==> src/rtl/core_bus_arbiter.sv <==
// core_bus_arbiter: serialises the core's instruction-bus and data-bus
// requests onto the single shared cache bus (CBus), one transaction at a time.
// Each grant is latched into a request buffer, so every creq field stays
// stable for the whole transaction. The completion handshake and read data
// are returned to the requester for exactly one cycle.
//
// Optional feature, macro ARB_ROUND_ROBIN_EN:
//   defined   - round-robin between the buses when both request in IDLE
//   undefined - fixed priority, the data bus always wins
module core_bus_arbiter #(
  parameter int ADDR_W = 64,
  parameter int DATA_W = 64
) (
  input  logic                  clk,
  input  logic                  reset,
  // instruction bus from the core
  input  logic                  ireq_valid,
  input  logic [ADDR_W-1:0]     ireq_addr,
  output logic                  iresp_addr_ok,
  output logic                  iresp_data_ok,
  output logic [31:0]           iresp_data,
  // data bus from the core memory stage
  input  logic                  dreq_valid,
  input  logic [ADDR_W-1:0]     dreq_addr,
  input  logic [2:0]            dreq_size,
  input  logic [DATA_W/8-1:0]   dreq_strobe,
  input  logic [DATA_W-1:0]     dreq_data,
  output logic                  dresp_addr_ok,
  output logic                  dresp_data_ok,
  output logic [DATA_W-1:0]     dresp_data,
  // shared cache bus toward memory
  output logic                  creq_valid,
  output logic                  creq_is_write,
  output logic [2:0]            creq_size,
  output logic [ADDR_W-1:0]     creq_addr,
  output logic [DATA_W/8-1:0]   creq_strobe,
  output logic [DATA_W-1:0]     creq_data,
  output logic [3:0]            creq_len,
  output logic [1:0]            creq_burst,
  input  logic                  cresp_ready,
  input  logic                  cresp_last,
  input  logic [DATA_W-1:0]     cresp_data
);

  localparam logic [2:0] MSIZE4          = 3'd2;
  localparam logic [3:0] MLEN1           = 4'd0;
  localparam logic [1:0] AXI_BURST_FIXED = 2'd0;

  typedef enum logic [1:0] {IDLE, BUSY, DONE} state_t;
  typedef enum logic [1:0] {OWN_NONE, OWN_IBUS, OWN_DBUS} owner_t;

  state_t state;
  owner_t owner;
  logic   flushed;
  logic   prefer_d;
  logic   grant_d;
  logic   grant_i;
  logic   owner_valid;

  // Every transaction is a single beat, so the ready beat is always the last
  // one; last carries no extra information here.
  logic   unused_last;
  assign unused_last = cresp_last;

`ifdef ARB_ROUND_ROBIN_EN
  // 0: instruction bus was served last, 1: data bus was served last
  logic last_owner;

  // Prefer the data bus only when the instruction bus had the previous turn
  assign prefer_d = (last_owner == 1'b0);

  // Remember which side received the most recent grant
  always_ff @(posedge clk or posedge reset) begin
    if (reset) begin
      last_owner <= 1'b0;
    end else if (state == IDLE && grant_d) begin
      last_owner <= 1'b1;
    end else if (state == IDLE && grant_i) begin
      last_owner <= 1'b0;
    end
  end
`else
  // Fixed priority: the data bus always wins a tie
  assign prefer_d = 1'b1;
`endif

  // Grant decision and the current owner's live request valid
  always_comb begin
    // NOTE: every combinational output gets a default first, otherwise an
    // unassigned path would infer a latch.
    grant_d     = 1'b0;
    grant_i     = 1'b0;
    owner_valid = 1'b0;
    grant_d     = dreq_valid && (prefer_d || !ireq_valid);
    grant_i     = ireq_valid && !grant_d;
    case (owner)
      OWN_IBUS: owner_valid = ireq_valid;
      OWN_DBUS: owner_valid = dreq_valid;
      default:  owner_valid = 1'b0;
    endcase
  end

  // Arbiter FSM: grant and latch in IDLE, hold CBus in BUSY, respond in DONE
  always_ff @(posedge clk or posedge reset) begin
    if (reset) begin
      // NOTE: the request and response buffers are plain registers, not a
      // memory, so all of them are cleared; creq must read all-zero in reset.
      state         <= IDLE;
      owner         <= OWN_NONE;
      flushed       <= 1'b0;
      creq_valid    <= 1'b0;
      creq_is_write <= 1'b0;
      creq_size     <= '0;
      creq_addr     <= '0;
      creq_strobe   <= '0;
      creq_data     <= '0;
      creq_len      <= '0;
      creq_burst    <= '0;
      iresp_addr_ok <= 1'b0;
      iresp_data_ok <= 1'b0;
      iresp_data    <= '0;
      dresp_addr_ok <= 1'b0;
      dresp_data_ok <= 1'b0;
      dresp_data    <= '0;
    end else begin
      // NOTE: non-blocking assignments throughout, so every read in this
      // block sees the value from before the clock edge.
      // Responses are one-cycle pulses; these registers double as the
      // response buffer and are zero outside the owner's DONE cycle.
      iresp_addr_ok <= 1'b0;
      iresp_data_ok <= 1'b0;
      iresp_data    <= '0;
      dresp_addr_ok <= 1'b0;
      dresp_data_ok <= 1'b0;
      dresp_data    <= '0;
      case (state)
        IDLE: begin
          flushed <= 1'b0;
          if (grant_d) begin
            owner         <= OWN_DBUS;
            creq_valid    <= 1'b1;
            creq_is_write <= (dreq_strobe != '0);
            creq_size     <= dreq_size;
            creq_addr     <= dreq_addr;
            creq_strobe   <= dreq_strobe;
            creq_data     <= dreq_data;
            creq_len      <= MLEN1;
            creq_burst    <= AXI_BURST_FIXED;
            state         <= BUSY;
          end else if (grant_i) begin
            owner         <= OWN_IBUS;
            creq_valid    <= 1'b1;
            creq_is_write <= 1'b0;
            creq_size     <= MSIZE4;
            creq_addr     <= ireq_addr;
            creq_strobe   <= '0;
            creq_data     <= '0;
            creq_len      <= MLEN1;
            creq_burst    <= AXI_BURST_FIXED;
            state         <= BUSY;
          end
        end
        BUSY: begin
          // A dropped valid marks the transaction flushed for good, even if
          // the requester raises valid again before the beat completes.
          if (!owner_valid) begin
            flushed <= 1'b1;
          end
          if (cresp_ready) begin
            creq_valid <= 1'b0;
            state      <= DONE;
            if (!flushed && owner_valid) begin
              if (owner == OWN_IBUS) begin
                iresp_addr_ok <= 1'b1;
                iresp_data_ok <= 1'b1;
                iresp_data    <= cresp_data[31:0];
              end else begin
                dresp_addr_ok <= 1'b1;
                dresp_data_ok <= 1'b1;
                dresp_data    <= creq_is_write ? '0 : cresp_data;
              end
            end
          end
        end
        DONE: begin
          owner <= OWN_NONE;
          state <= IDLE;
        end
        default: begin
          state <= IDLE;
        end
      endcase
    end
  end

endmodule

==> config.mk <==
export PLATFORM = sky130hd
export DESIGN_NAME = core_bus_arbiter
export DESIGN_NICKNAME = d
export VERILOG_FILES = /design/src/rtl/core_bus_arbiter.sv
export SDC_FILE = /design/constraint.sdc
export NUM_CORES = 1
export LEC_CHECK = 0
export BUFFER_PORTS_ARGS = -buffer_cell sky130_fd_sc_hd__buf_2
export CORE_AREA = 8 8 198 200
export DETAILED_ROUTE_END_ITERATION = 10
export DIE_AREA = 0 0 206 208
export PLACE_DENSITY_LB_ADDON = 0.05
export SLEW_MARGIN = 10
export SYNTH_ARGS = -nofsm -noshare
export SYNTH_HDL_FRONTEND = slang
export SYNTH_SLANG_ARGS = --single-unit
==> constraint.sdc <==
create_clock -name clk -period 9 [get_ports clk]
set_input_delay 0.45 -clock clk [delete_from_list [all_inputs] [get_ports clk]]
set_output_delay 0.45 -clock clk [all_outputs]
set_load 0.005 [all_outputs]
==> results of run 1 <==
==> power by group through the flow <==
stage	logic [W]	clock network (W)	registers [W]
6_report	0.00126	0.00111	0.00162
3_3_place_gp	0.00131	0	0.00163
2_1_floorplan	0.000635	0	0.00165
5_1_grt	0.00139	0.00121	0.00167
3_5_place_dp	0.00132	0	0.00162
4_1_cts	0.00131	0.00116	0.00162
==> registers in the layout, indices dropped and copies added, names as in the netlist <==
signal	cells
creq_is_write	1
iresp_data	32
dresp_data	64
creq_valid	1
creq_addr	64
creq_strobe	8
state	2
dresp_data_ok	1
owner	2
iresp_data_ok	1
flushed	1
creq_size	3
creq_data	64
==> how the worst min path moves through the flow <==
stage	from	to	slack, ns
after detailed placement	creq_valid$_DFFE_PP0P_	creq_valid$_DFFE_PP0P_	0.47
after floorplan	creq_valid$_DFFE_PP0P_	creq_valid$_DFFE_PP0P_	0.47
after global routing	dreq_data[26]	creq_data[26]$_DFFE_PP0P_	0.07
after global placement	creq_valid$_DFFE_PP0P_	creq_valid$_DFFE_PP0P_	0.46
final	reset	creq_addr[23]$_DFFE_PP0P_	0.06
after CTS	dreq_data[34]	creq_data[34]$_DFFE_PP0P_	0.06
==> cells by family after synthesis <==
family,Yosys count,share of synthesized area
adder cells (fa/ha/maj),3,0.00398
flip-flops,244,0.647
multiplexers,128,0.153
AO/OA/AOI/OAI,83,0.0757
buffers and inverters,64,0.0351
AND/OR/NAND/NOR,117,0.0851
other,1,0.000397
==> cell usage in the layout (no fill, tap or decap), drive strengths merged <==
cell,netlist,layout
o22a,1,1
inv,4,5
nand2b,2,2
nor4b,8,8
mux2,128,128
diode,0,3
and2,2,2
nand3b,1,1
a21oi,1,1
o21a,1,1
nand2,6,6
clkbuf,26,43
conb,1,6
a22o,75,75
o21ai,3,3
nor3,1,1
clkinv,0,1
dfrtp,244,244
and3,88,88
a22oi,1,1
ha,3,3
clkinvlp,0,1
buf,34,521
nor4,3,3
a2bb2oi,1,1
nor2,5,5
or4,1,1
bufinv,0,1
==> cells in the mapped netlist <==
cell	n	share of area
o21ai_1	1	0.00053
conb_1	1	0.00040
mux2_2	128	0.15
a21oi_1	1	0.00053
o21ai_0	2	0.0011
nand3b_4	1	0.0021
ha_1	3	0.0040
nor2_1	5	0.0020
clkbuf_1	25	0.0099
nor3_1	1	0.00053
buf_4	14	0.011
clkbuf_2	1	0.00053
nor4_1	2	0.0013
a2bb2oi_1	1	0.00093
a22oi_2	1	0.0013
nor4b_2	8	0.013
buf_2	18	0.0095
dfrtp_1	244	0.65
inv_1	4	0.0016
or4_1	1	0.00080
and2_1	2	0.0013
nor4_4	1	0.0023
o22a_1	1	0.00093
a22o_1	75	0.070
o21a_1	1	0.00080
nand2_1	6	0.0024
and3_1	88	0.058
nand2b_1	2	0.0013
buf_6	2	0.0024
==> stage by stage <==
step / power [W] / utilization
3_3_place_gp: 0.00294 / 0.343
6_report: 0.00398 / 0.368
4_1_cts: 0.00409 / 0.368
3_5_place_dp: 0.00294 / 0.343
2_1_floorplan: 0.00228 / -
5_1_grt: 0.00426 / 0.368
==> area by class of cell <==
cell class / count / area share
well taps: 468 / 0.0441
clock inverters: 4 / 0.00471
multi-input cells: 337 / 0.229
clock buffers: 43 / 0.0624
diodes: 3 / 0.000565
flip-flops and latches: 244 / 0.460
inverters: 4 / 0.00170
repair buffers: 521 / 0.198
==> worst reg2reg max path, stage by stage (launching register included) <==
cell     delay, ns
dfrtp_1       0.37
inv_1         0.07
ha_1          0.35
nor4_4        0.85
buf_4         0.63
and3_1        0.27
==> routing by layer <==
| metal | vias up | wire [um] |
|---|---|---|
| met1 | 3407 | 12800 |
| met2 | 306 | 17300 |
| met3 | 52 | 3710 |
| met4 | 8 | 723 |
| met5 | - | 53 |
| li1 | 3298 | - |
==> impl_metrics.toml, run 1 <==
[timing]
worst_slew_pin_slew_ns = 0.946
slew_headroom = 0.369
finalHoldViolations = 0
fin_crit_ns = 2.71
setup_viol = 0
finalCritPeriodShare = 0.302
finClkSkew_ns = 0.0137
grt_setup_unrepaired = "false"
tns_ns = 0
slew_violations = 0
fmax_ghz = 0.369
fin_ws_ns = 6.29
whs_ns = 0.0598

[setup_path]
reg2reg_from = "owner[0]$_DFFE_PP0P_"
crit_path_end = "dresp_data[61]$_DFF_PP0_"
crit_required_ns = 9.48
critical_path.top_delay_family = "buffers and inverters"
critical_path.max_fanout = 70
reg2reg_depth = 5
rrSetupSlack_ns = 6.39
crit_chain = "buf_2 -> buf_4 -> a22oi_2 -> nor4_4 -> buf_4 -> and3_1"
critPathMaxStageDelay_ns = 0.81
cp_slowest_cell = "nor4_4"
crit_path_frequent_cell = "buf_4"
worstSetupPathType = "in -> reg"
cp.depth = 6
path_buf_inv = 3
start_kind = "input port"
startpoint = "dreq_valid"
reg2reg_to = "dresp_data[61]$_DFF_PP0_"
crit_arrival_ns = 3.19
crit_path_end_kind = "register"

[clocking]
clk_latency_ns = 0.55
postCtsHoldBufs = 0
h-tree-depth = 1
ctsRootBufferMaster = "clkbuf_16"
ctsResizeCount = 0
clk_pin_slew_worst_paths_ns = 0.05
post_cts_buffers = 0
cts_num_sinks = 244
cts_buffer_depth = 3
numCtsBuffers = 29
cts_tree = "yes"

[pwr]
combinationalPowerShare = 0.316
clock_power_share = 0.278
seqPwrFrac = 0.406
vdd.ir_drop.worst_uv = 178
p_per_area_mw_per_mm2 = 300
p_leak_nw = 7.33
intPower_w = 0.00271
switchingPower_w = 0.00127
p_sw_frac = 0.319

[global_routing]
globalRouteTotalUtil = 0.155
busiest_layer = "met2"
use_met1 = 0.172
grt_max_degree = 129
antenna_found_initial = 5
gr-total-overflow = 0
grt_pass1_wl_mm = 51.1
grt_util_met2 = 0.270
met3_usage = 0.0632
grt_pass1_vias = 7885

[detailed_routing]
antenna_left = 0
routed_via_density = 4.35
wirelength_mm = 34.6
first_pass_iters = 4
drt_iter0_markers = 266
routedWlPerCell_um = 21.3
num_vias = 7071
remaining_drc_errors = 0

[floorplanning]
io_pins = 520
die_area_mm2 = 0.0428
coreArea_mm2 = 0.0361
row_count = 70
die_h_um = 208
die_x_um = 206
start_util = 0.262

[layout]
layout-drive-gt1-share = 0.610
seq_area_mm2 = 0.00611
stdcell_count = 1624
nets = 1413
multi_input_area_mm2 = 0.00304
area_delta_synth_final_pct = 40.7
n_fill_cell = 3671
design_area_mm2 = 0.0133

[run]
maxCapViolations = 0

[placement]
dp_hpwl_mm = 25.7
pre_cts_ws_ns = 5.63
dp_cells = 1574
io_buffer_count = 512
place_congestion = 0.709
post_dp_cell_area_mm2 = 0.0124

[synthesis]
ys_ff_latch = 244
synth.distinct_cells = 29
mappedNetlistArea_mm2 = 0.00944
ys_seq_area_frac = 0.647
yosysWarnings = 0
syn_inst = 640
avgSynthCellArea_um2 = 14.7

[run_status]
status = "finished, final reports clean"

[min_path]
hold_path_class = "in -> async"
Power figures use the tool's default switching activity.
==> run 2: changes to the inputs <==
--- a/config.mk
+++ b/config.mk
@@ -5,10 +5,11 @@
 export SDC_FILE = /design/constraint.sdc
 export NUM_CORES = 1
 export LEC_CHECK = 0
+export ABC_AREA = 1
 export BUFFER_PORTS_ARGS = -buffer_cell sky130_fd_sc_hd__buf_2
-export CORE_AREA = 8 8 198 200
+export CORE_AREA = 8 8 195 197
 export DETAILED_ROUTE_END_ITERATION = 10
-export DIE_AREA = 0 0 206 208
+export DIE_AREA = 0 0 203 205
 export PLACE_DENSITY_LB_ADDON = 0.05
 export SLEW_MARGIN = 10
 export SYNTH_ARGS = -nofsm -noshare
==> constraint.sdc (replaced) <==
create_clock -name clk -period 2.8 [get_ports clk]
set_input_delay 0.14 -clock clk [delete_from_list [all_inputs] [get_ports clk]]
set_output_delay 0.14 -clock clk [all_outputs]
set_load 0.005 [all_outputs]
==> run 2 against run 1 <==
  * Synthesized cell count up 78%
  * Clock skew about the same
  * Area after synthesis up 2.7%
  * Design area up 24%
  * Hold slack worse by 0.027 ns
  * Total power rose to 3.5 times the previous value
==> impl_metrics.toml, run 2 <==
[run_status]
status = "finished, final reports clean"

[floorplanning]
die_x_um = 203
die_area_mm2 = 0.0416
start_util = 0.277
die_h_um = 205
coreArea_mm2 = 0.0350
row_count = 69
io_pins = 520

[placement]
dp_hpwl_mm = 28.3
pre_cts_ws_ns = 1.03
post_dp_cell_area_mm2 = 0.0127
place_congestion = 0.745
io_buffer_count = 512

[detailed_routing]
top_layer = "met5"
wl_met3_mm = 3.24
remaining_drc_errors = 0
wirelength_mm = 39.9
antenna_left = 0
routedWlPerCell_um = 16.7
first_pass_iters = 4
drt_iter0_markers = 508
route.met2.wl_mm = 20.0
wl_met1_mm = 15.5
routed_via_density = 4.19
num_vias = 9996

[timing]
slew_violations = 0
finalCritPeriodShare = 0.631
fmax_ghz = 0.566
slew_headroom = 0.272
setup_viol = 0
grt_setup_unrepaired = "false"
finalHoldViolations = 0
fin_ws_ns = 1.03
worst_slew_pin_slew_ns = 1.09
finClkSkew_ns = 0.0133
fin_crit_ns = 1.77

[synthesis]
yosysWarnings = 0
ys_seq_area_frac = 0.630
syn_inst = 1137
synth.distinct_cells = 17
synth_edf_count = 0
synth_most_common_cell = "nand2_1"
ys_ff_latch = 244
synthTopCellsByCount = "nand2_1, dfrtp_1, nor2_1, nand3_1, buf_2"
synthArstFlopShare = 1.00
mappedNetlistArea_mm2 = 0.00969
avgSynthCellArea_um2 = 8.53
synth_top_cell_area_share = 0.630
synth.area.top_cells = "dfrtp_1, nand2_1, nor2_1"
synth_flop_cell = "dfrtp_1"
yosysTopAreaCell = "dfrtp_1"

[clocking]
cts_num_sinks = 244
clk_pin_slew_worst_paths_ns = 0.06
ctsResizeCount = 0
clk_latency_ns = 0.54
cts_tree = "yes"
cts_buffer_depth = 3
ctsRootBufferMaster = "clkbuf_16"
numCtsBuffers = 29
post_cts_buffers = 0
h-tree-depth = 1

[run]
maxCapViolations = 0

[global_routing]
grt_max_degree = 144
globalRouteTotalUtil = 0.184
antenna_found_initial = 2
grt_pass1_vias = 10700
gr-total-overflow = 0
grt_pass1_wl_mm = 61.5

[setup_path]
start_kind = "register"
crit_path_end_kind = "register"
crit_arrival_ns = 2.22
crit_required_ns = 3.26
worstSetupPathType = "reg -> reg"
critical_path.max_fanout = 36
rrSetupSlack_ns = 1.03

[layout]
area_delta_synth_final_pct = 69.6
layout_commonest_cell = "nand2_1"
layout-drive-gt1-share = 0.308
top_regs = "creq_addr: 64 flops, creq_data: 64 flops, dresp_data: 64 flops"
final_cell_mix = "nand2_1, buf_2, dlygate4sd3_1, dfrtp_1, nor2_1"
design_area_mm2 = 0.0164
nets = 2178
final_core_util = 0.470

[pwr]
switchingPower_w = 0.00482
intPower_w = 0.00897
p_per_area_mw_per_mm2 = 839
clock_power_share = 0.296
seqPwrFrac = 0.369
p_sw_frac = 0.350
vdd.ir_drop.worst_uv = 596
p_leak_nw = 9.24
combinationalPowerShare = 0.335

[min_path]
hold_path_class = "in -> reg"
run 2: cell count changes in the layout (fill, tap and decap cells not counted), moves of 5 or more:
cell           change
a22o_1            -75
nor2_1           +103
clkbuf_1           -5
nand2_1          +617
nand3_1           +68
buf_4              +8
dlygate4sd3_1    +269
mux2_2           -128
nor4b_2            -8
and3_1            -88
run 2: final timing paths:
check | start | end | cells after the start
setup / recovery | state[1]$_DFFE_PP0P_ | dresp_data[14]$_DFF_PP0_ | 6
hold / removal | dreq_valid | owner[1]$_DFFE_PP0P_ | 3
setup reg to reg | state[1]$_DFFE_PP0P_ | dresp_data[14]$_DFF_PP0_ | 6
hold reg to reg | creq_data[9]$_DFFE_PP0P_ | creq_data[9]$_DFFE_PP0P_ | 2
max in group asynchronous | reset | dresp_data[36]$_DFF_PP0_ | 4
min in group asynchronous | reset | iresp_data[26]$_DFF_PP0_ | 3
run 2: metrics by stage:
stage,instances,setup TNS [ns],hold slack [ns],power [W]
global route,2387,0,0.0663,0.0148
detailed placement,2063,0,0.248,0.00956
CTS,2386,0,0.0403,0.0141
floorplan,1142,-132.68,0.247,0.00727
finish,2388,0,0.0324,0.0138
global placement,2063,0,0.241,0.00955
run 2: cell families (layout without fill, tap and decap cells):
group           after synthesis  count (layout)  share of synthesized area
flops                       244             244                      0.630
buf+inv                      83             866                     0.0418
compound gates                3               3                    0.00271
simple gates                803             803                      0.321
other cells                   1               8                   0.000387
fa+ha+maj                     3               3                    0.00387
run 2: what timing repair did:
item,CTS,global route
endpoints found under the setup margin,0,0
endpoints found under the hold margin,257,0
hold buffers,269,0
run 2: worst max-delay path, stage by stage (launching register included):
cell and delay, ns:
dfrtp_1 0.39, inv_1 0.11, nand3_1 0.14, inv_2 0.48, nand3_1 0.13, buf_4 0.28
nor2_1 0.13
run 2: cell type report:
class	count	area, um2
Tap cell	461	577
Multi-Input combinational cell	815	3200
Clock buffer	41	851
Fill cell	3544	18500
Inverter	10	41.3
Antenna cell	2	5.00
Clock inverter	13	200
Timing Repair Buffer	802	5460
Sequential cell	244	6110
run 2: per-layer routing:
layer,track usage,up-vias
li1,-,4964
met1,0.212,4619
met2,0.324,346
met3,0.0571,65
met4,0.0593,2
met5,0,-
run 2: power groups by stage:
stage | registers (W) | clock network, W | logic (W)
finish | 0.00509 | 0.00408 | 0.00462
floorplan | 0.00523 | 0 | 0.00204
global placement | 0.00511 | 0 | 0.00444
global route | 0.00522 | 0.00436 | 0.00520
CTS | 0.00509 | 0.00423 | 0.00479
detailed placement | 0.00511 | 0 | 0.00446
==> run 3: changes to the inputs <==
--- a/config.mk
+++ b/config.mk
@@ -7,9 +7,9 @@
 export LEC_CHECK = 0
 export ABC_AREA = 1
 export BUFFER_PORTS_ARGS = -buffer_cell sky130_fd_sc_hd__buf_2
-export CORE_AREA = 8 8 195 197
+export CORE_AREA = 8 8 199 201
 export DETAILED_ROUTE_END_ITERATION = 10
-export DIE_AREA = 0 0 203 205
+export DIE_AREA = 0 0 207 209
 export PLACE_DENSITY_LB_ADDON = 0.05
 export SLEW_MARGIN = 10
 export SYNTH_ARGS = -nofsm -noshare
==> constraint.sdc (replaced) <==
create_clock -name clk -period 1.6 [get_ports clk]
set_input_delay 0.08 -clock clk [delete_from_list [all_inputs] [get_ports clk]]
set_output_delay 0.08 -clock clk [all_outputs]
set_load 0.005 [all_outputs]
==> run 3 against run 2 <==
  * Non-clock buffer count is 7 higher
  * Clock-buffer cell count down 5
  * Design area increased by 0.99%
  * Register-to-register slack got worse by 0.89 ns
  * Core utilization down 1.2 points
  * Routed wire length increased by 0.67%
  * Via count increased by 2.0%
  * Setup slack got worse by 0.89 ns
  * Critical endpoint is now flushed$_DFFE_PP0P_
  * Largest power group unchanged
==> impl_metrics.toml, run 3 (synthesis gave the netlist of run 2 again) <==
[floorplanning]
die_x_um = 207
coreArea_mm2 = 0.0363
io_pins = 520
start_util = 0.267
die_h_um = 209
die_area_mm2 = 0.0433
row_count = 70

[placement]
place_congestion = 0.787
io_buffer_count = 512
dp_hpwl_mm = 29.1

[detailed_routing]
wirelength_mm = 40.2
antenna_left = 0
num_vias = 10200
routed_via_density = 4.26
first_pass_iters = 5
remaining_drc_errors = 0
drt_iter0_markers = 447
routedWlPerCell_um = 16.8

[min_path]
hold_path_class = "in -> reg"
min_to = "creq_valid$_DFFE_PP0P_"
min_delay_path_depth = 4
hp-start = "ireq_valid"

[run_status]
status = "finished, final reports clean"

[timing]
finalHoldViolations = 0
tns_ns = 0
fin_crit_ns = 1.45
slew_headroom = 0.556
finClkSkew_ns = 0.00829
fmax_ghz = 0.688
worst_slew_pin_slew_ns = 0.667
whs_ns = 0.0625
grt_setup_unrepaired = "false"
setup_viol = 0
slew_violations = 0
finalCritPeriodShare = 0.909

[global_routing]
globalRouteTotalUtil = 0.179
antenna_found_initial = 0
grt_pass1_vias = 11000
grt_pass1_wl_mm = 62.9
gr-total-overflow = 0
grt_max_degree = 87

[setup_path]
critical_path.max_fanout = 10
crit_path_end_kind = "register"
rrSetupSlack_ns = 0.15
start_kind = "register"
reg2reg_depth = 5
crit_arrival_ns = 1.88
crit_required_ns = 2.03
worstSetupPathType = "reg -> reg"
reg2reg_from = "owner[1]$_DFFE_PP0P_"
reg2reg_to = "flushed$_DFFE_PP0P_"

[layout]
layout-drive-gt1-share = 0.308
area_delta_synth_final_pct = 71.3
final_cell_mix = "nand2_1, buf_2, dlygate4sd3_1, dfrtp_1, nor2_1"
diodes = 0
top_regs = "creq_addr: 64 flops, creq_data: 64 flops, dresp_data: 64 flops"
nets = 2184
layout_commonest_cell = "nand2_1"

[clocking]
h-tree-depth = 1
ctsRootBufferMaster = "clkbuf_16"
cts_num_sinks = 244
cts_buffer_depth = 3
numCtsBuffers = 28
cts_tree = "yes"
clk_latency_ns = 0.53
clk_pin_slew_worst_paths_ns = 0.06

[pwr]
p_leak_nw = 9.29
vdd.ir_drop.worst_uv = 894
p_per_area_mw_per_mm2 = 1460

[run]
maxCapViolations = 0
==> run 3: through the flow <==
step	utilization	cell area (um2)	instances	power [W]	setup WS (ns)
after floorplan	-	9720	1142	0.0127	-1.68
after global routing	0.458	16600	2393	0.0260	0.0400
after CTS	0.458	16600	2393	0.0248	0.127
after global placement	0.356	12900	2076	0.0172	0.138
final	0.458	16600	2393	0.0243	0.146
after detailed placement	0.356	12900	2076	0.0172	0.145
==> run 3: critical path, stage by stage (launching register included) <==
cell	delay, ns
dfrtp_1	0.40
ha_1	0.29
nor2_2	0.22
buf_4	0.23
nand2_1	0.08
and2_1	0.14
==> run 3: report_power, final <==
part	internal [W]	switching, W
Clock	0.00426	0.00258
Sequential	0.00798	0.000919
Combinational	0.00356	0.00496
Total	0.0158	0.00846
==> run 3: how the worst max path moves through the flow <==
| stage | startpoint | endpoint | slack [ns] | depth (start not counted) |
|---|---|---|---|---|
| 4_1_cts | owner[1]$_DFFE_PP0P_ | flushed$_DFFE_PP0P_ | 0.13 | 5 |
| 3_3_place_gp | owner[1]$_DFFE_PP0P_ | flushed$_DFFE_PP0P_ | 0.14 | 5 |
| 6_report | owner[1]$_DFFE_PP0P_ | flushed$_DFFE_PP0P_ | 0.15 | 5 |
| 5_1_grt | state[1]$_DFFE_PP0P_ | creq_data[7]$_DFFE_PP0P_ | 0.04 | 6 |
| 2_1_floorplan | reset | creq_addr[0]$_DFFE_PP0P_ | -1.68 | 1 |
| 3_5_place_dp | owner[1]$_DFFE_PP0P_ | flushed$_DFFE_PP0P_ | 0.14 | 5 |
==> run 3: timing repair <==
item / 4_1_cts / 5_1_grt
gates resized for setup: 0 / 0
buffers inserted: 0 / 0
endpoints found under the hold margin: 485 / 0
hold buffers: 270 / 0
==> run 3: cell type report <==
class,count,area [um2]
fill,3648,19700
tap,468,586
clock buffer,36,792
sequential,244,6110
clock inverter,11,188
multi-input combinational,815,3200
timing repair buffer,809,5690
inverter,10,41.3
==> run 3: per-layer routing <==
| metal | track usage | vias up | share of wire |
|---|---|---|---|
| li1 | - | 4977 | - |
| met1 | 0.209 | 4772 | 0.41 |
| met2 | 0.312 | 371 | 0.49 |
| met3 | 0.0510 | 78 | 0.070 |
| met4 | 0.0619 | 0 | 0.034 |
| met5 | 0 | - | 0 |
